<file path="src/rtl/vector_buffer_pkg.sv">
// Shared constants, bit-order encoding and sizing helper for the vector buffer FIFO.
package vector_buffer_pkg;

    localparam int DEFAULT_WIDTH = 8;
    localparam int DEFAULT_DEPTH = 4;

    typedef enum logic {
        LSB_FIRST_ORDER = 1'b0,
        MSB_FIRST_ORDER = 1'b1
    } bit_order_e;

    // Bits needed to hold an occupancy count of 0..depth inclusive.
    function automatic int level_width(input int depth);
        return $clog2(depth + 1);
    endfunction

endpackage

</file>
<file path="src/rtl/vector_fifo.sv">
// DEPTH x WIDTH circular FIFO with registered occupancy; push and pop may share an edge, even when full.
module vector_fifo
    import vector_buffer_pkg::*;
#(
    parameter int WIDTH = DEFAULT_WIDTH,
    parameter int DEPTH = DEFAULT_DEPTH
) (
    input  logic                          clk,
    input  logic                          rst_n,
    input  logic                          push,
    input  logic [WIDTH-1:0]              push_data,
    input  logic                          pop,
    output logic [WIDTH-1:0]              rd_data,
    output logic                          full,
    output logic                          empty,
    output logic [level_width(DEPTH)-1:0] level
);

    localparam int AW = $clog2(DEPTH);
    localparam int LW = level_width(DEPTH);

    logic [WIDTH-1:0] mem [DEPTH];
    logic [AW-1:0]    wr_ptr;
    logic [AW-1:0]    rd_ptr;
    logic             push_en;
    logic             pop_en;

    // A pop frees the head slot on the same edge, so a full FIFO can still accept.
    assign push_en = push && (!full || pop);
    assign pop_en  = pop && !empty;
    assign full    = (level == LW'(DEPTH));
    assign empty   = (level == '0);
    assign rd_data = empty ? '0 : mem[rd_ptr];

    always_ff @(posedge clk) begin
        if (push_en) begin
            mem[wr_ptr] <= push_data;
        end
    end

    always_ff @(posedge clk or negedge rst_n) begin
        if (!rst_n) begin
            wr_ptr <= '0;
            rd_ptr <= '0;
            level  <= '0;
        end else begin
            if (push_en) begin
                wr_ptr <= wr_ptr + 1'b1;
            end
            if (pop_en) begin
                rd_ptr <= rd_ptr + 1'b1;
            end
            case ({push_en, pop_en})
                2'b10:   level <= level + 1'b1;
                2'b01:   level <= level - 1'b1;
                default: level <= level;
            endcase
        end
    end

endmodule

</file>
<file path="src/rtl/vector_buffer_fifo.sv">
// Serial-to-parallel vector assembler feeding a vector FIFO, with sticky overflow.
// Define VECTOR_BUFFER_FLUSH_EN to add a `flush` input that pushes a zero-padded partial vector.
module vector_buffer_fifo
    import vector_buffer_pkg::*;
#(
    parameter int WIDTH     = DEFAULT_WIDTH,
    parameter int DEPTH     = DEFAULT_DEPTH,
    parameter int MSB_FIRST = 1
) (
    input  logic                       clk,
    input  logic                       rst_n,
    input  logic                       input_bit,
    input  logic                       bit_valid,
    input  logic                       req,
    input  logic                       overflow_clr,
`ifdef VECTOR_BUFFER_FLUSH_EN
    input  logic                       flush,
`endif
    output logic [WIDTH-1:0]           vector,
    output logic                       valid,
    output logic [$clog2(DEPTH+1)-1:0] level,
    output logic                       overflow
);

    localparam int         CW    = $clog2(WIDTH + 1);
    localparam bit_order_e ORDER = (MSB_FIRST != 0) ? MSB_FIRST_ORDER : LSB_FIRST_ORDER;

    logic [WIDTH-1:0] shift_reg;
    logic [WIDTH-1:0] shifted;
    logic [WIDTH-1:0] taken;
    logic [WIDTH-1:0] aligned;
    logic [CW-1:0]    bit_cnt;
    logic [CW-1:0]    cnt_eff;
    logic [CW-1:0]    pad;
    logic             flush_req;
    logic             complete;
    logic             push;
    logic             pop;
    logic             full;
    logic             empty;
    logic             drop;

`ifdef VECTOR_BUFFER_FLUSH_EN
    assign flush_req = flush;
`else
    assign flush_req = 1'b0;
`endif

    // The incoming bit (if any) is folded in before deciding between completion and flush,
    // so a flush on the completing bit yields exactly one push.
    always_comb begin
        if (ORDER == MSB_FIRST_ORDER) begin
            shifted = {shift_reg[WIDTH-2:0], input_bit};
        end else begin
            shifted = {input_bit, shift_reg[WIDTH-1:1]};
        end
        taken    = bit_valid ? shifted : shift_reg;
        cnt_eff  = bit_cnt + CW'(bit_valid);
        pad      = CW'(WIDTH) - cnt_eff;
        aligned  = (ORDER == MSB_FIRST_ORDER) ? (taken << pad) : (taken >> pad);
        complete = (cnt_eff == CW'(WIDTH));
        push     = complete || (flush_req && (cnt_eff != '0));
    end

    assign pop   = req && !empty;
    assign drop  = push && full && !pop;
    assign valid = !empty;

    always_ff @(posedge clk or negedge rst_n) begin
        if (!rst_n) begin
            bit_cnt   <= '0;
            shift_reg <= '0;
            overflow  <= 1'b0;
        end else begin
            if (push) begin
                bit_cnt   <= '0;
                shift_reg <= '0;
            end else if (bit_valid) begin
                bit_cnt   <= cnt_eff;
                shift_reg <= shifted;
            end
            if (drop) begin
                overflow <= 1'b1;
            end else if (overflow_clr) begin
                overflow <= 1'b0;
            end
        end
    end

    vector_fifo #(
        .WIDTH(WIDTH),
        .DEPTH(DEPTH)
    ) u_fifo (
        .clk      (clk),
        .rst_n    (rst_n),
        .push     (push),
        .push_data(aligned),
        .pop      (pop),
        .rd_data  (vector),
        .full     (full),
        .empty    (empty),
        .level    (level)
    );

endmodule

</file>
<file path="config.mk">
export PLATFORM = sky130hd
export DESIGN_NAME = vector_buffer_fifo
export DESIGN_NICKNAME = d
export VERILOG_FILES = /design/src/rtl/vector_buffer_pkg.sv /design/src/rtl/vector_fifo.sv /design/src/rtl/vector_buffer_fifo.sv
export SDC_FILE = /design/constraint.sdc
export NUM_CORES = 1
export LEC_CHECK = 0
export BUFFER_PORTS_ARGS = -buffer_cell sky130_fd_sc_hd__buf_4
export CELL_PAD_IN_SITES_DETAIL_PLACEMENT = 1
export CELL_PAD_IN_SITES_GLOBAL_PLACEMENT = 1
export CORE_MARGIN = 2
export CORE_UTILIZATION = 44
export CTS_CLUSTER_DIAMETER = 30
export CTS_CLUSTER_SIZE = 14
export DETAILED_ROUTE_END_ITERATION = 6
export GPL_TIMING_DRIVEN = 1
export HOLD_SLACK_MARGIN = 0.15
export PLACE_DENSITY_LB_ADDON = 0.3
export SETUP_SLACK_MARGIN = 0.02
export SYNTH_ARGS = -nofsm -noshare
export SYNTH_HDL_FRONTEND = slang
export SYNTH_SLANG_ARGS = --single-unit
</file>
<file path="constraint.sdc">
create_clock -name clk -period 3.45 [get_ports clk]
set_input_delay 0.5175 -clock clk [delete_from_list [all_inputs] [get_ports clk]]
set_output_delay 0.5175 -clock clk [all_outputs]
set_load 0.02 [all_outputs]
</file>
==> results.txt, run 1 <==
share of cells above drive strength 1 -> 0.194
Synth top area share -> 0.359
first-pass GRT wire length -> 8420 um
number of synthesized flops with an enable pin -> 32
PnR Total Power -> 0.00286 W
Chip Width -> 82.0 um
Post-Syn Area per Cell -> 13.0 um2
crit-path cells -> ha_1 -> xnor2_1 -> ha_1 -> xnor2_1 -> xnor2_1 -> buf_4 -> mux2i_1 -> a211oi_1
top post-synthesis cells by count -> edfxtp_1 (32), dfrtp_1 (20), mux2i_1 (20), nor2_1 (17), and2_1 (14)
Worst IR Drop VDD -> 0.461 mV
Area after DPL -> 2860 um2
ys async rst share -> 0.385
Worst EP required -> 3490 ps
H-tree levels -> 2
most instantiated library cell after synthesis -> edfxtp_1
register bit total from synthesis -> 52
Worst Hold Class -> in -> reg
CTS Root Cell -> clkbuf_8
CTS tree -> yes
RD Place Congestion -> 0.720
Initial Utilization -> 0.455
outcome -> finished clean
TritonRoute pass-1 iters -> 4
Post-route DRC -> 0
Cell Count, Final, Fillers Out -> 297
Max-Cap Viols -> 0
vias in the first global route -> 1674
count of cell types in the netlist -> 42
die area -> 6730 um2
detailed placer's ending HPWL -> 3660 um
GRT Total Usage -> 0.168
max FFs per register -> 32
worst slew pin tran -> 639 ps
minimum clock period -> 2820 ps
Synth Flop Type -> edfxtp_1
placed insts -> 288
Final period util -> 0.818
largest net degree at the start of global routing -> 22
CTS max path bufs -> 2
Final Cell Area -> 2970 um2
sequential cell area fraction in the yosys report -> 0.546
hold buffer count at CTS -> 1
slew margin rel. -> 0.568
final net count -> 236
Core Box Area -> 5890 um2
# clock sinks -> 52
Layout area overhead -> 10.7%
Worst-path clk slew -> 100 ps
Synth Warn # -> 0
Routed wire per std cell -> 16.3 um
crit-path max FO -> 7
Slew Limit Fails -> 0
crit path DAT -> 2860 ps
worst path bufs/invs -> 1
area occupied by multi-input gates -> 1110 um2
top post-synthesis cells by area -> edfxtp_1 (36%), dfrtp_1 (19%), mux2i_1 (7.5%)
fmax -> 355 MHz
sequential cell area -> 1460 um2
Crit Path Class -> reg -> reg
Post-CTS Resized -> 0
row count -> 28
Inserted Clock Buffers -> 5
final setup vio count -> 0
total number of vias -> 1563
WHS -> 391 ps
final hold vios -> 0
post-CTS setup buffers -> 0
DRT Wirelength -> 4830 um
leakage power -> 1.16 nW
Boundary Pins -> 19
antenna violations before repair -> 0
Worst Skew -> 5.15 ps
Syn Nets -> 221
post-synth top area cell -> edfxtp_1
Final ANT Viol Nets -> 0
P per Cell Area -> 966 nW/um2
CP peak stage delay -> 500 ps
RSZ-0062 raised after global routing -> false
antenna cells -> 0
GRT overflow -> 0
Crit. End Element -> flop
Port Buffer Count -> 18
Gate Count Post-Synth -> 206
initial DRC count -> 52
vias per cell -> 5.26
Slowest-stage cell, CP -> a211oi_1
setup TNS -> 0 ps
Worst-Skew Late Latency -> 310 ps
Filler Cell Count -> 607
most used cell, CP -> xnor2_1
Die Height -> 82.0 um
Syn Std Cell Area -> 2680 um2
gate family responsible for the most delay along the worst path -> XOR/XNOR gates
CP Launch Type -> flop
report_power, final:
| group | internal (W) | leakage, nW | switching (W) |
|---|---|---|---|
| Combinational | 0.000633 | 0.577 | 0.000777 |
| Sequential | 0.000909 | 0.536 | 0.000186 |
| Clock | 0.000149 | 0.0463 | 0.000210 |
path summary, 6_finish.rpt:
path / startpoint / endpoint / slack [ps] / cells past startpoint
max in group asynchronous: rst_n / u_fifo.rd_ptr[1]$_DFFE_PN0P_ / 2630 / 2
worst max register to register: bit_cnt[0]$_DFFE_PN0P_ / u_fifo.mem[2][6]$_DFFE_PP_ / 630 / 8
worst max-delay path: bit_cnt[0]$_DFFE_PN0P_ / u_fifo.mem[2][6]$_DFFE_PP_ / 630 / 8
min in group asynchronous: rst_n / shift_reg[6]$_DFF_PN0_ / 610 / 2
worst min register to register: overflow$_DFFE_PN0P_ / overflow$_DFFE_PN0P_ / 540 / 2
worst min-delay path: overflow_clr / overflow$_DFFE_PN0P_ / 390 / 2
per-stage QoR:
step                      setup WS (ps)   util
after floorplan                     677      -
after global placement              470  0.486
after detailed placement            328  0.486
after CTS                           577  0.504
after global routing                328  0.504
final                               630  0.504
final cells by class:
cell class | count | area share
Inverter | 9 | 0.0114
Timing Repair Buffer | 22 | 0.0565
Clock inverter | 3 | 0.00928
Clock buffer | 5 | 0.0232
Multi-Input combinational cell | 131 | 0.375
Tap cell | 75 | 0.0316
Sequential cell | 52 | 0.493
kinds of logic (layout without fill, tap and decap cells):
kind of cell,Yosys count,count (layout),synth area share
simple gates,62,62,0.126
mux,29,29,0.146
flops,52,52,0.546
compound gates,19,19,0.0523
buf+inv,23,39,0.0392
xor+xnor,12,12,0.0462
fa+ha+maj,9,9,0.0448
cell usage in the layout, fill, tap and decap left out, types with 2 or more instances in the layout:
master    synthesis  routed
nand2_1           7       7
nor4b_1           2       2
ha_1              8       8
and2_1           14      14
buf_4             1      21
mux4_2            8       8
nor3_1            4       4
nor2_1           17      17
o21ai_0           2       2
clkbuf_8          0       5
nor2b_1           3       3
nand2b_1          4       4
or3_1             2       2
xor2_1            4       4
a211oi_1          5       5
edfxtp_1         32      32
nand3b_1          2       2
nand3_1           2       2
a21oi_1           4       4
inv_1             8       8
mux2i_1          20      20
dfrtp_1          20      20
o22ai_1           2       2
xnor2_1           7       7
worst reg2reg max path, cell delays in order, from the launching register on:
cell and delay, ps:
dfrtp_1 410, ha_1 260, xnor2_1 150, ha_1 270
xnor2_1 160, xnor2_1 470, buf_4 240, mux2i_1 90
a211oi_1 500
layer usage:
layer / up-vias / part of all wire / global-route usage
met5: - / 0 / 0
met4: 0 / 0.015 / 0.0500
met3: 7 / 0.025 / 0.0363
met2: 19 / 0.51 / 0.293
met1: 768 / 0.45 / 0.210
li1: 769 / - / -
Note: power is estimated with default switching activity, not from simulation.
==> run 2, diff against run 1 <==
==> constraint.sdc (replaced) <==
create_clock -name clk -period 2.47 [get_ports clk]
set_input_delay 0.3705 -clock clk [delete_from_list [all_inputs] [get_ports clk]]
set_output_delay 0.3705 -clock clk [all_outputs]
set_load 0.02 [all_outputs]
==> run 2 against run 1 <==
Compared with the run above:
- maximum frequency increased by 19%
- clock power increased by 60%
- count of clock-buffer cells in the layout unchanged
- sequential power increased by 35%
- setup slack got worse by 520 ps
- via count increased by 4.4%
- final cell count increased by 5.7%
- hold slack got worse by 140 ps
- die area unchanged
- non-clock buffer count increased by 17
- clock skew decreased by 0.76 ps
- combinational power increased by 78%
- critical endpoint is now u_fifo.mem[3][0]$_DFFE_PP_
==> results.txt, run 2 (same netlist as run 1, synthesis figures left out) <==
outcome -> finished clean
CTS tree -> yes
clock network fraction of total power -> 0.125 (about the same)
die area -> 6730 um2 (unchanged)
Worst Skew -> 4.40 ps (-0.758 ps)
final hold vios -> 0 (unchanged)
worst slew pin tran -> 438 ps (-201 ps)
Filler Cell Count -> 610 (+0.49%)
post-CTS setup buffers -> 0 (unchanged)
Final ANT Viol Nets -> 0 (unchanged)
CP peak stage delay -> 490 ps (about the same)
minimum clock period -> 2360 ps (-459 ps)
crit-path cells -> ha_4 -> or4_4 -> a31oi_4 -> xor2_4 -> buf_4 -> nor4b_1 -> buf_4
WHS -> 251 ps (-141 ps)
Cell Count, Final, Fillers Out -> 314 (+5.7%)
crit path DAT -> 2540 ps (-320 ps)
detailed placer's ending HPWL -> 3980 um (+8.9%)
most used cell, CP -> buf_4
RD Place Congestion -> 0.775 (+7.7%)
Max-Cap Viols -> 0 (unchanged)
gate family responsible for the most delay along the worst path -> simple AND/OR/NAND/NOR gates
crit-path max FO -> 6 (-1)
CP startpoint -> bit_cnt[0]$_DFFE_PN0P_
hold path start -> overflow_clr
Crit. End Element -> flop
GRT overflow -> 0 (unchanged)
share of cells above drive strength 1 -> 0.314 (+0.120)
Initial Utilization -> 0.455 (unchanged)
Worst Hold Class -> in -> reg
Die Height -> 82.0 um (unchanged)
largest net degree at the start of global routing -> 22 (unchanged)
commonest non-fill, non-tap cell in the layout -> buf_4
setup TNS -> 0 ps (unchanged)
Final period util -> 0.956 (+0.138)
commonest non-fill, non-tap cells in the layout -> buf_4 (37), edfxtp_1 (32), mux2i_1 (19), nor2_1 (17), dfrtp_1 (16)
Worst EP required -> 2650 ps (-840 ps)
leakage power -> 1.26 nW (+9.0%)
placed insts -> 305 (+5.9%)
CP Launch Type -> flop
Comb power frac -> 0.549 (+0.057)
vias per cell -> 5.20 (-1.2%)
Crit Path Class -> reg -> reg
initial DRC count -> 41 (-21%)
total number of vias -> 1632 (+4.4%)
final setup vio count -> 0 (unchanged)
Core Util, Final -> 0.546 (+0.0423)
DRT Wirelength -> 5210 um (+7.8%)
Post-route DRC -> 0 (unchanged)
Boundary Pins -> 19 (unchanged)
GRT Total Usage -> 0.177 (+0.00832)
Psw -> 0.00178 W (+52%)
Routed wire per std cell -> 16.6 um (+1.9%)
final net count -> 253 (+7.2%)
CTS Root Cell -> clkbuf_8
Inserted Clock Buffers -> 5 (unchanged)
RSZ-0062 raised after global routing -> false
Worst-path clk slew -> 90 ps (about the same)
antenna violations before repair -> 0 (unchanged)
fmax -> 424 MHz (+19%)
Slowest-stage cell, CP -> or4_4
P per Cell Area -> 1420 nW/um2 (+47%)
Layout area overhead -> 20.0%
Worst-Skew Late Latency -> 300 ps (about the same)
Slew Limit Fails -> 0 (unchanged)
row count -> 28 (unchanged)
Internal Power -> 0.00280 W (+65%)
Chip Width -> 82.0 um (unchanged)
vias in the first global route -> 1717 (+2.6%)
# clock sinks -> 52 (unchanged)
worst path bufs/invs -> 2 (+1)
slew margin rel. -> 0.708 (+0.140)
TritonRoute pass-1 iters -> 4 (unchanged)
Reg power frac -> 0.326 (-0.057)
r2r startpoint -> bit_cnt[0]$_DFFE_PN0P_
H-tree levels -> 2 (unchanged)
antenna cells -> 0 (unchanged)
first-pass GRT wire length -> 8640 um (+2.5%)
Worst IR Drop VDD -> 0.738 mV (+60%)
Port Buffer Count -> 18 (unchanged)
max FFs per register -> 32 (unchanged)
switch share -> 0.389 (-0.0208)
CTS max path bufs -> 2 (unchanged)
Core Box Area -> 5890 um2 (unchanged)
==> run 2: cell count changes in the layout (fill, tap and decap cells not counted), sizes merged <==
cell | previous run | this run
inv | 10 | 9
clkinvlp | 1 | 0
bufinv | 0 | 1
clkinv | 1 | 2
buf | 21 | 38
==> run 2: cell type report <==
cell class                      count  area [um2]  share of cell area
Inverter                            9        33.8              0.0105
Clock inverter                      3        42.5              0.0132
Tap cell                           75        93.8              0.0292
Multi-Input combinational cell    131        1200               0.374
Clock buffer                        5        68.8              0.0214
Timing Repair Buffer               39         308              0.0958
Sequential cell                    52        1470               0.456
==> run 2: what timing repair did <==
action	in CTS	in global routing
setup endpoints to repair	12	25
endpoints found under the hold margin	20	0
resized for setup	3	9
pin swaps	1	2
hold buffers	1	0
==> run 2: power groups by stage <==
stage               Clock [W]  Combinational, W  Sequential [W]
finish               0.000574           0.00251         0.00149
global route         0.000620           0.00279         0.00152
CTS                  0.000599           0.00245         0.00148
detailed placement          0           0.00239         0.00150
global placement            0           0.00228         0.00149
floorplan                   0           0.00165         0.00143
==> run 2: worst paths after layout <==
kind                                          endpoint  slack [ps]  cells after the start
setup / recovery            u_fifo.mem[3][0]$_DFFE_PP_         110                      7
hold / removal                    overflow$_DFFE_PN0P_         250                      2
setup reg to reg            u_fifo.mem[3][0]$_DFFE_PP_         110                      7
hold reg to reg            u_fifo.level[2]$_DFFE_PN0P_         510                      1
max in group asynchronous       bit_cnt[0]$_DFFE_PN0P_        1760                      2
min in group asynchronous       shift_reg[0]$_DFF_PN0_         480                      2
==> run 2: metal layers <==
layer	share of wire	track usage
met1	0.43	0.218
met3	0.026	0.0264
met5	0	0
met2	0.52	0.306
met4	0.023	0.0800
==> run 2: worst reg2reg max path, stage by stage, from the launching register on <==
cell and delay (ps):
dfrtp_2 460, ha_4 270, or4_4 490, a31oi_4 240, xor2_4 130, buf_4 170
nor4b_1 280, buf_4 190
==> run 2: per-stage QoR <==
step | total power, W | area [um2] | setup slack (ps)
5_1_grt | 0.00493 | 3210 | 18.7
4_1_cts | 0.00453 | 3160 | 29.1
2_1_floorplan | 0.00308 | 2710 | 15.8
6_report | 0.00458 | 3210 | 109
3_5_place_dp | 0.00389 | 3020 | -185
3_3_place_gp | 0.00377 | 3020 | -41.2
==> run 3, diff against run 2 <==
--- a/config.mk
+++ b/config.mk
@@ -9,7 +9,8 @@
 export CELL_PAD_IN_SITES_DETAIL_PLACEMENT = 1
 export CELL_PAD_IN_SITES_GLOBAL_PLACEMENT = 1
 export CORE_MARGIN = 2
-export CORE_UTILIZATION = 44
+export CORE_UTILIZATION = 46
+export CTS_BUF_LIST = sky130_fd_sc_hd__clkbuf_4 sky130_fd_sc_hd__clkbuf_8
 export CTS_CLUSTER_DIAMETER = 30
 export CTS_CLUSTER_SIZE = 14
 export DETAILED_ROUTE_END_ITERATION = 6
==> run 3 against run 2 <==
Compared with the run above:
- critical path depth up 2
- die area down 4.1%
- flip-flop and latch count unchanged
- clock power up 20%
- maximum frequency down 2.3%
- via count up 6.2%
- count of clock-buffer cells in the layout up 1
- routed wire length up 13%
- final area up 2.3%
- setup slack worse by 55 ps
- core utilization up 4.4 points
- sequential power up 3%
==> results.txt, run 3 (same netlist as run 1, synthesis figures left out) <==
outcome -> finished clean
RSZ-0062 raised after global routing -> true
Core Box Area -> 5570 um2 (-5.3%)
final setup vio count -> 0 (unchanged)
Worst EP required -> 2540 ps (-110 ps)
# clock sinks -> 52 (unchanged)
Layout area overhead -> 22.7%
Max-Cap Viols -> 0 (unchanged)
Final period util -> 0.978 (+0.0223)
placed insts -> 300 (-1.6%)
Chip Width -> 80.3 um (-2.1%)
Boundary Pins -> 19 (unchanged)
CP Launch Type -> flop
vias per cell -> 5.59 (+7.6%)
Inserted Clock Buffers -> 5 (unchanged)
most used cell, CP -> buf_4
Routed wire per std cell -> 19.1 um (+15%)
max FFs per register -> 32 (unchanged)
Cell Count, Final, Fillers Out -> 310 (-1.3%)
final net count -> 252 (-0.40%)
Slew Limit Fails -> 0 (unchanged)
RD Place Congestion -> 0.852 (+9.9%)
leakage power -> 1.29 nW (+1.8%)
Worst Skew -> 7.51 ps (+3.12 ps)
initial DRC count -> 87 (+110%)
TritonRoute pass-1 iters -> 4 (unchanged)
DRT Wirelength -> 5910 um (+13%)
largest net degree at the start of global routing -> 23 (+4.5%)
CTS max path bufs -> 2 (unchanged)
P per Cell Area -> 1500 nW/um2 (+5.4%)
Post-route DRC -> 0 (unchanged)
Final ANT Viol Nets -> 0 (unchanged)
Worst-path clk slew -> 100 ps (about the same)
Worst Hold Class -> in -> reg
detailed placer's ending HPWL -> 4150 um (+4.1%)
Crit Path Class -> reg -> reg
vias in the first global route -> 1882 (+9.6%)
GRT overflow -> 0 (unchanged)
commonest non-fill, non-tap cells in the layout -> buf_4 (35), edfxtp_1 (32), mux2i_1 (19), nor2_1 (17), dfrtp_1 (16)
row count -> 27 (-3.6%)
GRT Total Usage -> 0.193 (+0.0160)
final hold vios -> 0 (unchanged)
crit-path cells -> ha_4 -> buf_4 -> inv_2 -> or4_4 -> a31oi_4 -> xor2_4 -> buf_4 -> nor3_2 -> buf_4
Worst IR Drop VDD -> 0.699 mV (-5.3%)
crit-path max FO -> 5 (-1)
Crit. End Element -> flop
worst slew pin tran -> 543 ps (+105 ps)
H-tree levels -> 2 (unchanged)
first-pass GRT wire length -> 9290 um (+7.5%)
antenna violations before repair -> 0 (unchanged)
minimum clock period -> 2420 ps (+55.2 ps)
die area -> 6450 um2 (-4.1%)
fmax -> 414 MHz (-2.3%)
CTS Root Cell -> clkbuf_8
Initial Utilization -> 0.481 (+0.0254)
Slowest-stage cell, CP -> or4_4
share of cells above drive strength 1 -> 0.340 (+0.0265)
antenna cells -> 0 (unchanged)
commonest non-fill, non-tap cell in the layout -> buf_4
Worst-Skew Late Latency -> 300 ps (about the same)
slew margin rel. -> 0.638 (-0.0697)
Core Util, Final -> 0.590 (+0.0435)
total number of vias -> 1733 (+6.2%)
CP peak stage delay -> 520 ps (+30 ps)
Die Height -> 80.3 um (-2.1%)
Port Buffer Count -> 18 (unchanged)
crit path DAT -> 2490 ps (-50 ps)
CTS tree -> yes
==> run 3: worst max-delay path: cells and delay by family (launching register included) <==
kind / cells / cell delay (ps)
compound gates: 1 / 200
xor+xnor: 1 / 280
fa+ha+maj: 1 / 190
buf+inv: 4 / 510
flops: 1 / 440
simple gates: 2 / 570
==> run 3: final timing paths <==
path | start | end | slack, ps | cells after the start
setup reg to reg | bit_cnt[0]$_DFFE_PN0P_ | u_fifo.mem[0][2]$_DFFE_PP_ | 50 | 9
hold reg to reg | u_fifo.level[0]$_DFFE_PN0P_ | u_fifo.level[0]$_DFFE_PN0P_ | 530 | 1
max in group asynchronous | rst_n | u_fifo.level[0]$_DFFE_PN0P_ | 1740 | 2
min in group asynchronous | rst_n | shift_reg[2]$_DFF_PN0_ | 490 | 2
setup / recovery | bit_cnt[0]$_DFFE_PN0P_ | u_fifo.mem[0][2]$_DFFE_PP_ | 50 | 9
hold / removal | overflow_clr | overflow$_DFFE_PN0P_ | 270 | 2
==> run 3: repair_timing <==
action                                 in CTS  in global routing
resized for setup                           8                 17
endpoints found under the hold margin      20                  0
hold buffers                                1                  0
setup buffers                               0                  1
setup endpoints to repair                  33                 25
pin swaps                                   1                  8
==> run 3: power by group <==
group / internal (W) / switching, W / total, W
Combinational: 0.00131 / 0.00139 / 0.00271
Sequential: 0.00128 / 0.000266 / 0.00154
Clock: 0.000416 / 0.000271 / 0.000686
Total: 0.00301 / 0.00193 / 0.00493
==> run 3: routing by layer <==
metal / routed length [um] / track usage / part of all wire
met5: 0 / 0 / 0
met4: 70 / 0.0644 / 0.012
met3: 126 / 0.0337 / 0.021
met2: 3440 / 0.373 / 0.58
met1: 2270 / 0.208 / 0.38
==> run 3: layout make-up <==
cell class              count  area (um2)
fillers                   572        2290
flip-flops and latches     52        1470
multi-input cells         131        1260
repair buffers             38         295
well taps                  72        90.1
clock buffers               6        76.3
clock inverters             2        60.1
inverters                   9        36.3
==> run 3: through the flow <==
step / cell area (um2) / hold slack [ps] / worst slack, ps / setup TNS, ps / total power [W]
final: 3290 / 272 / 53.8 / 0 / 0.00493
after global routing: 3290 / 276 / -32.8 / -132 / 0.00525
after CTS: 3190 / 263 / 25.2 / 0 / 0.00470
after detailed placement: 2990 / 272 / -336 / -8110 / 0.00390
after global placement: 2990 / 262 / -70.0 / -961 / 0.00369
after floorplan: 2710 / 74.9 / 15.8 / 0 / 0.00308
